[config.mk]
export PLATFORM = sky130hd
export DESIGN_NAME = video_timing_ctrl_flat
export DESIGN_NICKNAME = d
export VERILOG_FILES = /design/src/rtl/video_timing_ctrl_if.sv /design/src/rtl/video_timing_ctrl.sv /design/src/flat_wrapper.sv
export SDC_FILE = /design/constraint.sdc
export NUM_CORES = 1
export LEC_CHECK = 0
export CAP_MARGIN = 10
export CORE_ASPECT_RATIO = 1.4
export CORE_MARGIN = 2
export CORE_UTILIZATION = 40
export CTS_BUF_LIST = sky130_fd_sc_hd__clkbuf_8 sky130_fd_sc_hd__clkbuf_16
export DETAILED_ROUTE_END_ITERATION = 6
export DONT_BUFFER_PORTS = 1
export SKIP_CTS_REPAIR_TIMING = 1
export SLEW_MARGIN = 20
export SYNTH_ARGS = -nofsm -noshare
export SYNTH_HDL_FRONTEND = slang
export SYNTH_SLANG_ARGS = --single-unit
export TNS_END_PERCENT = 10
[constraint.sdc]
create_clock -name clk -period 4.9 [get_ports clk]
set_input_delay 0.49 -clock clk [delete_from_list [all_inputs] [get_ports clk]]
set_output_delay 0.49 -clock clk [all_outputs]
set_load 0.01 [all_outputs]
[src/rtl/video_timing_ctrl_if.sv]
// video_timing_ctrl_if: pixel-queue pop port and video output bundle of video_timing_ctrl
interface video_timing_ctrl_if;
    logic       pix_valid;
    logic       pix_rd;
    logic [7:0] pix_y, pix_u, pix_v;
    logic [7:0] y, u, v;
    logic       h_sync, v_sync, pixel_en, frame_start;
    logic [7:0] matrix_coefficients;
    modport master(input pix_valid, pix_y, pix_u, pix_v, output pix_rd,
                   output y, u, v, h_sync, v_sync, pixel_en, frame_start, matrix_coefficients);
    modport slave(output pix_valid, pix_y, pix_u, pix_v, input pix_rd,
                  input y, u, v, h_sync, v_sync, pixel_en, frame_start, matrix_coefficients);
endinterface

[src/rtl/video_timing_ctrl.sv]
// video_timing_ctrl: raster timing generator that schedules queued YUV pixels into active video
module video_timing_ctrl #(
    parameter int         CNT_WIDTH = 12,
    parameter logic [7:0] BLACK_Y   = 8'd16,
    parameter logic [7:0] BLACK_C   = 8'd128
) (
    input  logic                 clk,
    input  logic                 rst,
    input  logic                 clk_en,
    input  logic [CNT_WIDTH-1:0] h_active, h_fp, h_sync_w, h_bp,
    input  logic [CNT_WIDTH-1:0] v_active, v_fp, v_sync_w, v_bp,
    input  logic [7:0]           matrix_coefficients_in,
    video_timing_ctrl_if.master  bus,
    output logic                 underflow
);
    typedef enum logic [1:0] {SYNC, BP, ACT, FP} phase_t;
    localparam logic [CNT_WIDTH-1:0] ONE = 1;
    phase_t                         h_state, v_state;
    logic [CNT_WIDTH-1:0]           h_cnt, v_cnt, h_len, v_len;
    logic [3:0][CNT_WIDTH-1:0]      sh_h, sh_v, in_h, in_v;
    logic                           fs, active, h_last, v_last, line_end, take;
    assign in_h = {h_fp, h_active, h_bp, h_sync_w};
    assign in_v = {v_fp, v_active, v_bp, v_sync_w};
    assign fs = clk_en && h_state == SYNC && v_state == SYNC && h_cnt == '0 && v_cnt == '0;
    // the frame-start cycle already runs on the freshly loaded timing
    assign h_len = fs ? in_h[h_state] : sh_h[h_state];
    assign v_len = fs ? in_v[v_state] : sh_v[v_state];
    assign h_last = h_len == '0 || h_cnt == h_len - ONE;
    assign v_last = v_len == '0 || v_cnt == v_len - ONE;
    assign line_end = h_state == FP && h_last;
    assign active = h_state == ACT && v_state == ACT;
    assign take = active && bus.pix_valid;
    assign bus.pix_rd = clk_en && take;
    always_ff @(posedge clk or negedge rst) begin
        if (!rst) begin
            h_state <= SYNC;
            v_state <= SYNC;
            h_cnt <= '0;
            v_cnt <= '0;
            sh_h <= '0;
            sh_v <= '0;
            bus.y <= BLACK_Y;
            bus.u <= BLACK_C;
            bus.v <= BLACK_C;
            bus.h_sync <= 1'b0;
            bus.v_sync <= 1'b0;
            bus.pixel_en <= 1'b0;
            bus.frame_start <= 1'b0;
            bus.matrix_coefficients <= '0;
            underflow <= 1'b0;
        end else if (clk_en) begin
            if (fs) begin
                sh_h <= in_h;
                sh_v <= in_v;
                bus.matrix_coefficients <= matrix_coefficients_in;
            end
            h_state <= h_last ? phase_t'(h_state + 2'd1) : h_state;
            h_cnt <= h_last ? '0 : h_cnt + ONE;
            if (line_end) begin
                v_state <= v_last ? phase_t'(v_state + 2'd1) : v_state;
                v_cnt <= v_last ? '0 : v_cnt + ONE;
            end
            bus.h_sync <= h_state == SYNC;
            bus.v_sync <= v_state == SYNC;
            bus.pixel_en <= active;
            bus.frame_start <= fs;
            bus.y <= take ? bus.pix_y : BLACK_Y;
            bus.u <= take ? bus.pix_u : BLACK_C;
            bus.v <= take ? bus.pix_v : BLACK_C;
            if (active && !bus.pix_valid) underflow <= 1'b1;
        end
    end
endmodule
[src/flat_wrapper.sv]
// flat-port wrapper written by rule: the top's interface ports become plain ports
module video_timing_ctrl_flat 
#(
    parameter int         CNT_WIDTH = 12,
    parameter logic [7:0] BLACK_Y   = 8'd16,
    parameter logic [7:0] BLACK_C   = 8'd128
)
  (clk, rst, clk_en, h_active, h_fp, h_sync_w, h_bp, v_active, v_fp, v_sync_w, v_bp, matrix_coefficients_in, underflow, bus_pix_valid, bus_pix_y, bus_pix_u, bus_pix_v, bus_pix_rd, bus_y, bus_u, bus_v, bus_h_sync, bus_v_sync, bus_pixel_en, bus_frame_start, bus_matrix_coefficients);
  video_timing_ctrl_if bus_i ();
  input  logic clk;
  input  logic rst;
  input  logic clk_en;
  input  logic [CNT_WIDTH-1:0] h_active;
  input  logic [CNT_WIDTH-1:0] h_fp;
  input  logic [CNT_WIDTH-1:0] h_sync_w;
  input  logic [CNT_WIDTH-1:0] h_bp;
  input  logic [CNT_WIDTH-1:0] v_active;
  input  logic [CNT_WIDTH-1:0] v_fp;
  input  logic [CNT_WIDTH-1:0] v_sync_w;
  input  logic [CNT_WIDTH-1:0] v_bp;
  input  logic [7:0] matrix_coefficients_in;
  output logic underflow;
  input wire logic [$bits(bus_i.pix_valid)-1:0] bus_pix_valid;
  input wire logic [$bits(bus_i.pix_y)-1:0] bus_pix_y;
  input wire logic [$bits(bus_i.pix_u)-1:0] bus_pix_u;
  input wire logic [$bits(bus_i.pix_v)-1:0] bus_pix_v;
  output wire logic [$bits(bus_i.pix_rd)-1:0] bus_pix_rd;
  output wire logic [$bits(bus_i.y)-1:0] bus_y;
  output wire logic [$bits(bus_i.u)-1:0] bus_u;
  output wire logic [$bits(bus_i.v)-1:0] bus_v;
  output wire logic [$bits(bus_i.h_sync)-1:0] bus_h_sync;
  output wire logic [$bits(bus_i.v_sync)-1:0] bus_v_sync;
  output wire logic [$bits(bus_i.pixel_en)-1:0] bus_pixel_en;
  output wire logic [$bits(bus_i.frame_start)-1:0] bus_frame_start;
  output wire logic [$bits(bus_i.matrix_coefficients)-1:0] bus_matrix_coefficients;
  assign bus_i.pix_valid = bus_pix_valid;
  assign bus_i.pix_y = bus_pix_y;
  assign bus_i.pix_u = bus_pix_u;
  assign bus_i.pix_v = bus_pix_v;
  assign bus_pix_rd = bus_i.pix_rd;
  assign bus_y = bus_i.y;
  assign bus_u = bus_i.u;
  assign bus_v = bus_i.v;
  assign bus_h_sync = bus_i.h_sync;
  assign bus_v_sync = bus_i.v_sync;
  assign bus_pixel_en = bus_i.pixel_en;
  assign bus_frame_start = bus_i.frame_start;
  assign bus_matrix_coefficients = bus_i.matrix_coefficients;
  video_timing_ctrl #(.CNT_WIDTH(CNT_WIDTH), .BLACK_Y(BLACK_Y), .BLACK_C(BLACK_C)) u_core (.clk(clk), .rst(rst), .clk_en(clk_en), .h_active(h_active), .h_fp(h_fp), .h_sync_w(h_sync_w), .h_bp(h_bp), .v_active(v_active), .v_fp(v_fp), .v_sync_w(v_sync_w), .v_bp(v_bp), .matrix_coefficients_in(matrix_coefficients_in), .bus(bus_i), .underflow(underflow));
endmodule
Word-level counts from Yosys, hierarchy flattened
Index checks and enable logic that the tools add are counted.

Bits in registers: 161. Output and inout bits: 38.

Eq/ne operators: 5. Mux-type cells: 15. Reduce and logical (&&, ||, !) cells: 23. $lt $le $gt $ge: 2. $add $sub $neg: 6.

Operator list (number): $bmux 12 s2 (4); $mux 12 (8); $logic_not 12->1 (4); $add 12x1->12 const B (2); $eq 12x12->1 (2); $mux 8 (3); $sub 12x1->12 const B (2); $logic_and 1x1->1 (9); $reduce_and 2->1 (4); $eq 2x2->1 const B (3); $lt 2x3->1 const B (2); $add 2x1->2 const B (2); $logic_not 2->1 (2); $reduce_and 3->1 (1); $logic_or 1x1->1 (2); $logic_not 1->1 (1).

Depth between registers and ports, before layout
Depth after elaboration: 11. Gate-level depth with buffers: 24. Depth with buffers taken out: 16.

Least setup slack after synthesis
Ideal clock, no wire load.

Path kind: flip-flop to flip-flop. Start point: register u_core.v_state[1]. End point: register u_core.v_cnt[11]. Data arrival time: 5.169 ns. Setup slack: -0.345 ns. Buffers on the path: 6. Stages on the path, launching flop included: 22. Cells stage by stage: dfrtp_1 -> clkbuf_1 -> clkbuf_1 -> clkbuf_1 -> inv_1 -> ha_1 -> nor4bb_1 -> nand4_1 -> nor3_4 -> buf_6 -> buf_2 -> buf_1 -> mux2i_1 -> ha_1 -> inv_1 -> or3_1 -> o32ai_1 -> xnor2_1 -> nor4_1 -> a41oi_2 -> or4b_1 -> o21ai_1.

Cells in the longest elaborated chain, start to end: 10. Elaborated cells on any way between the ends: 21. Those cells by class: add/sub: 2; eq/ne: 2; mux: 7; reduce/logical: 10.

Ends and longest elaborated chain: start, declared (line video_timing_ctrl.sv:18) `phase_t h_state, v_state;`; start signal, assigned (line video_timing_ctrl.sv:60) `v_state <= v_last ? phase_t'(v_state + 2'd1) : v_state;`; $logic_not 2->1 (line video_timing_ctrl.sv:24) `assign fs = clk_en && h_state == SYNC && v_state == SYNC && h_cnt == '0 && v_cnt == '0;`; $logic_and 1x1->1 (3 in a row) (line video_timing_ctrl.sv:24); $mux 12 (line video_timing_ctrl.sv:26) `assign h_len = fs ? in_h[h_state] : sh_h[h_state];`; $sub 12x1->12 (line video_timing_ctrl.sv:28) `assign h_last = h_len == '0 || h_cnt == h_len - ONE;`; $eq 12x12->1 (line video_timing_ctrl.sv:28); $logic_or 1x1->1 (line video_timing_ctrl.sv:28); $logic_and 1x1->1 (line video_timing_ctrl.sv:30) `assign line_end = h_state == FP && h_last;`; $reduce_and 2->1 (no line); end signal, assigned (line video_timing_ctrl.sv:61) `v_cnt <= v_last ? '0 : v_cnt + ONE;`; end, declared (line video_timing_ctrl.sv:19) `logic [CNT_WIDTH-1:0] h_cnt, v_cnt, h_len, v_len;`.

Several ways; a longest one is shown, not always the timed one. The select of a mux whose other input is x is not followed. A chain may end at the register's enable or synchronous reset.

Worst setup path in the final report
Start point: register u_core.v_cnt[8]. End point: register u_core.v_cnt[9].

Cells in the longest elaborated chain, start to end: 8. Elaborated cells on any way between the ends: 16. Those cells by class: add/sub: 3; eq/ne: 2; mux: 3; reduce/logical: 8.

Ends and longest elaborated chain (line): $logic_not 12->1 (video_timing_ctrl.sv:24); $logic_and 1x1->1 (video_timing_ctrl.sv:24); $mux 12 (video_timing_ctrl.sv:26); $sub 12x1->12 (video_timing_ctrl.sv:28); $eq 12x12->1 (video_timing_ctrl.sv:28); $logic_or 1x1->1 (video_timing_ctrl.sv:28); $logic_and 1x1->1 (video_timing_ctrl.sv:30); $reduce_and 2->1 (no line).

Several ways; a longest one is shown, not always the timed one.

==> metrics.md <==
| Metric | Value |
|---|---|
| Cell with the most instances after synthesis | `nand2_1` |
| HPWL after DPL | `17.1 mm` |
| Clock Root Buffer | `clkbuf_16` |
| DRT Wirelength | `23.7 mm` |
| Die width | `132 µm` |
| Starting Density | `0.407` |
| Port Buffer Count | `0` |
| Peak supply drop | `282 µV` |
| Worst R2R Path Depth | `14` |
| Commonest cells in the netlist | `nand2_1, dfrtp_1, mux4_2` |
| Setup WS post-layout | `337 ps` |
| CP bufs+invs | `2` |
| Slew Limit Fails | `0` |
| Ant. Diodes | `0` |
| Crit path kind | `reg2reg` |
| Met2 WL post-DR | `12.5 mm` |
| Syn nets | `1,107` |
| Final design utilization | `0.452` |
| Syn Std Cell Area | `0.00913 mm²` |
| Fillers | `2,182` |
| Synth top area share | `0.433` |
| Hold Crit Class | `in2async` |
| Synth top area cells | `dfrtp_1, nand2_1, mux4_2` |
| Register area share after synthesis | `0.442` |
| H-tree depth | `4` |
| Initial antenna violation count | `0` |
| Dpl ws | `339 ps` |
| Number of top-level pins | `170` |
| Cell Chain, Critical Path | `or4_4 > or4b_1 > nor2_1 > buf_4 > mux2i_1 > ha_1 > inv_1 > or3_1 > o32ai_1 > xnor2_1 > nor4_2 > a41oi_2 > or4b_1 > o21ai_1` |
| Critical Path RT | `5260 ps` |
| DR vias | `7,017` |
| Setup-failing EPs final | `0` |
| Synth Instances | `963` |
| Placer Congestion | `0.895` |
| Static leakage | `0.00468 µW` |
| Largest net degree at the start of global routing | `162` |
| Crit-path most repeated cell | `or4b_1` |
| Share of cells above drive strength 1 | `0.142` |
| Tmin final | `4560 ps` |
| Startpoint Class | `register` |
| Number of flops mapped to enable cells by yosys | `0` |
| CTS max path bufs | `2` |
| DRT iter0 DRCs | `464` |
| Syn_area_per_cell | `9.48 µm²` |
| Pwr Density | `572 mW/mm²` |
| Yosys warns | `0` |
| Final Cycle Share | `0.931` |
| Final Skew | `11.5 ps` |
| Clk_lat worst skew | `430 ps` |
| Max Freq | `219 MHz` |
| Crit-path max FO | `9` |
| Status | `complete, but fails checks` |
| Number of synthesized register bits | `161` |
| Cell Rows | `65` |
| Crit end category | `register` |
| Detailed Routing Iterations Pass 1 | `5` |
| DR top layer | `met4` |
| First-pass GRT wire length | `38.1 mm` |
| Die area | `0.0241 mm²` |
| Area Growth Syn to Fin | `11.1%` |
| Routed wire per std cell | `18.7 µm` |
| CTS tree | `built` |
| Failing checks | `hold timing` |
| CP arrival | `4920 ps` |
| Cell taking the most area after synthesis | `dfrtp_1` |
| GRT overflow | `0` |
| DRT met1 WL | `9.42 mm` |
| Clk slew on worst S/H paths | `70 ps` |
| Post-DRT Antenna Nets | `0` |
| Crit path max-delay cell type | `or4_4` |
| Residual DRC | `0` |
| Chip height | `183 µm` |
| Clock Sinks | `161` |
| CTS buffer count | `17` |
| Final hold slack | `-14.6 ps` |
| # nets final | `1,097` |
| Worst path max stage delay | `560 ps` |
| Via/cell ratio | `5.54` |
| Slew Limit Headroom | `0.348` |
| Worst Tran Pin Value | `977 ps` |
| Final TNS setup | `0 ps` |
| Top_reg_cell synth | `dfrtp_1` |
| Critical path depth | `14` |
| Fin. Hold Viols | `3` |
| Synth cell types | `66` |
| WL met3 | `932 µm` |
| RSZ-0062 raised after global routing | `no` |
| GR Util All Layers | `0.201` |
| Post-synth ARST share | `1.00` |
| Max-cap violation count | `0` |
| Vias in the first global route | `7,164` |
| Core region area | `0.0224 mm²` |
| CP delay by family, top | `simple AND/OR/NAND/NOR gates` |
## state kept, by name, indices dropped and copies added (netlist names), 2 cells and up
name / count
u_core.bus.u: 8
u_core.h_cnt: 12
u_core.h_state: 2
u_core.bus.matrix_coefficients: 8
u_core.v_state: 2
u_core.bus.v: 8
u_core.v_cnt: 12
u_core.sh_v: 48
u_core.bus.y: 8
u_core.sh_h: 48
## cells by family after synthesis
kind of cell	after synthesis	share of synthesized area
adders and majority gates	12	0.0164
AOI/OAI and AO/OA	126	0.0968
xor gates and xnor gates	32	0.0307
buffers and inverters	88	0.0401
muxes	68	0.143
DFF	161	0.442
and+or+nand+nor	476	0.232
## final cells by class
type | count | area (µm²) | area share
well taps | 301 | 377 | 0.0371
multi-input cells | 714 | 4750 | 0.468
clock buffers | 17 | 425 | 0.0419
repair buffers | 27 | 223 | 0.0219
clock inverters | 15 | 216 | 0.0213
flip-flops and latches | 161 | 4040 | 0.398
inverters | 32 | 120 | 0.0118
## power breakdown
part	internal [µW]	total (µW)	switching (µW)
combinational	1150	2570	1420
sequential	1570	1760	193
clock	869	1470	598
total	3590	5800	2210
## through the flow
stage          power [µW]  instances  area, µm²
3_3_place_gp         4320       1234       9480
4_1_cts              5820       1266      10100
6_report             5800       1267      10100
5_1_grt              6200       1267      10100
2_1_floorplan        3720        963       9150
3_5_place_dp         4330       1234       9480
## worst reg2reg max path: cells and delay by family (launching register included)
family,cells,cell delay [ps]
compound gates,3,530
mux,1,310
simple gates,6,2470
fa+ha+maj,1,260
flops,1,460
xor+xnor,1,130
buf+inv,2,320
## per-layer routing
metal | vias up | global-route usage
li1 | 3334 | -
met1 | 3485 | 0.233
met2 | 161 | 0.359
met3 | 37 | 0.0398
met4 | 0 | 0.0948
met5 | - | 0
## cell usage in the layout (no fill, tap or decap), types with 8 or more instances in the layout
cell type and instances:
nand4_1 10, o22ai_1 9, or2_2 9, dfrtp_1 156
nand3_1 18, nand2_1 334, o21ai_0 17, buf_4 26
nor3_1 15, and3_1 9, nor2_1 28, clkbuf_16 17
xnor2_1 23, nor4_1 8, xor2_1 9, a22o_1 21
mux4_2 48, or3_1 9, mux2i_1 14, inv_1 32
ha_1 12, a21oi_1 24
## path summary, 6_finish.rpt
| kind | startpoint | end | slack (ps) |
|---|---|---|---|
| worst max-delay path | u_core.v_cnt[8]$_DFFE_PN0P_ | u_core.v_cnt[9]$_DFFE_PN0P_ | 340 |
| worst min-delay path | rst | u_core.bus.v[3]$_DFFE_PN0P_ | -10 |
| worst max register to register | u_core.v_cnt[8]$_DFFE_PN0P_ | u_core.v_cnt[9]$_DFFE_PN0P_ | 340 |
| worst min register to register | u_core.sh_h[38]$_DFFE_PN0P_ | u_core.sh_h[38]$_DFFE_PN0P_ | 460 |
| max in group asynchronous | rst | u_core.sh_v[11]$_DFFE_PN0P_ | 4080 |
| min in group clk | bus_pix_valid | u_core.underflow$_DFFE_PN0P_ | 160 |
Power figures use the tool's default switching activity.
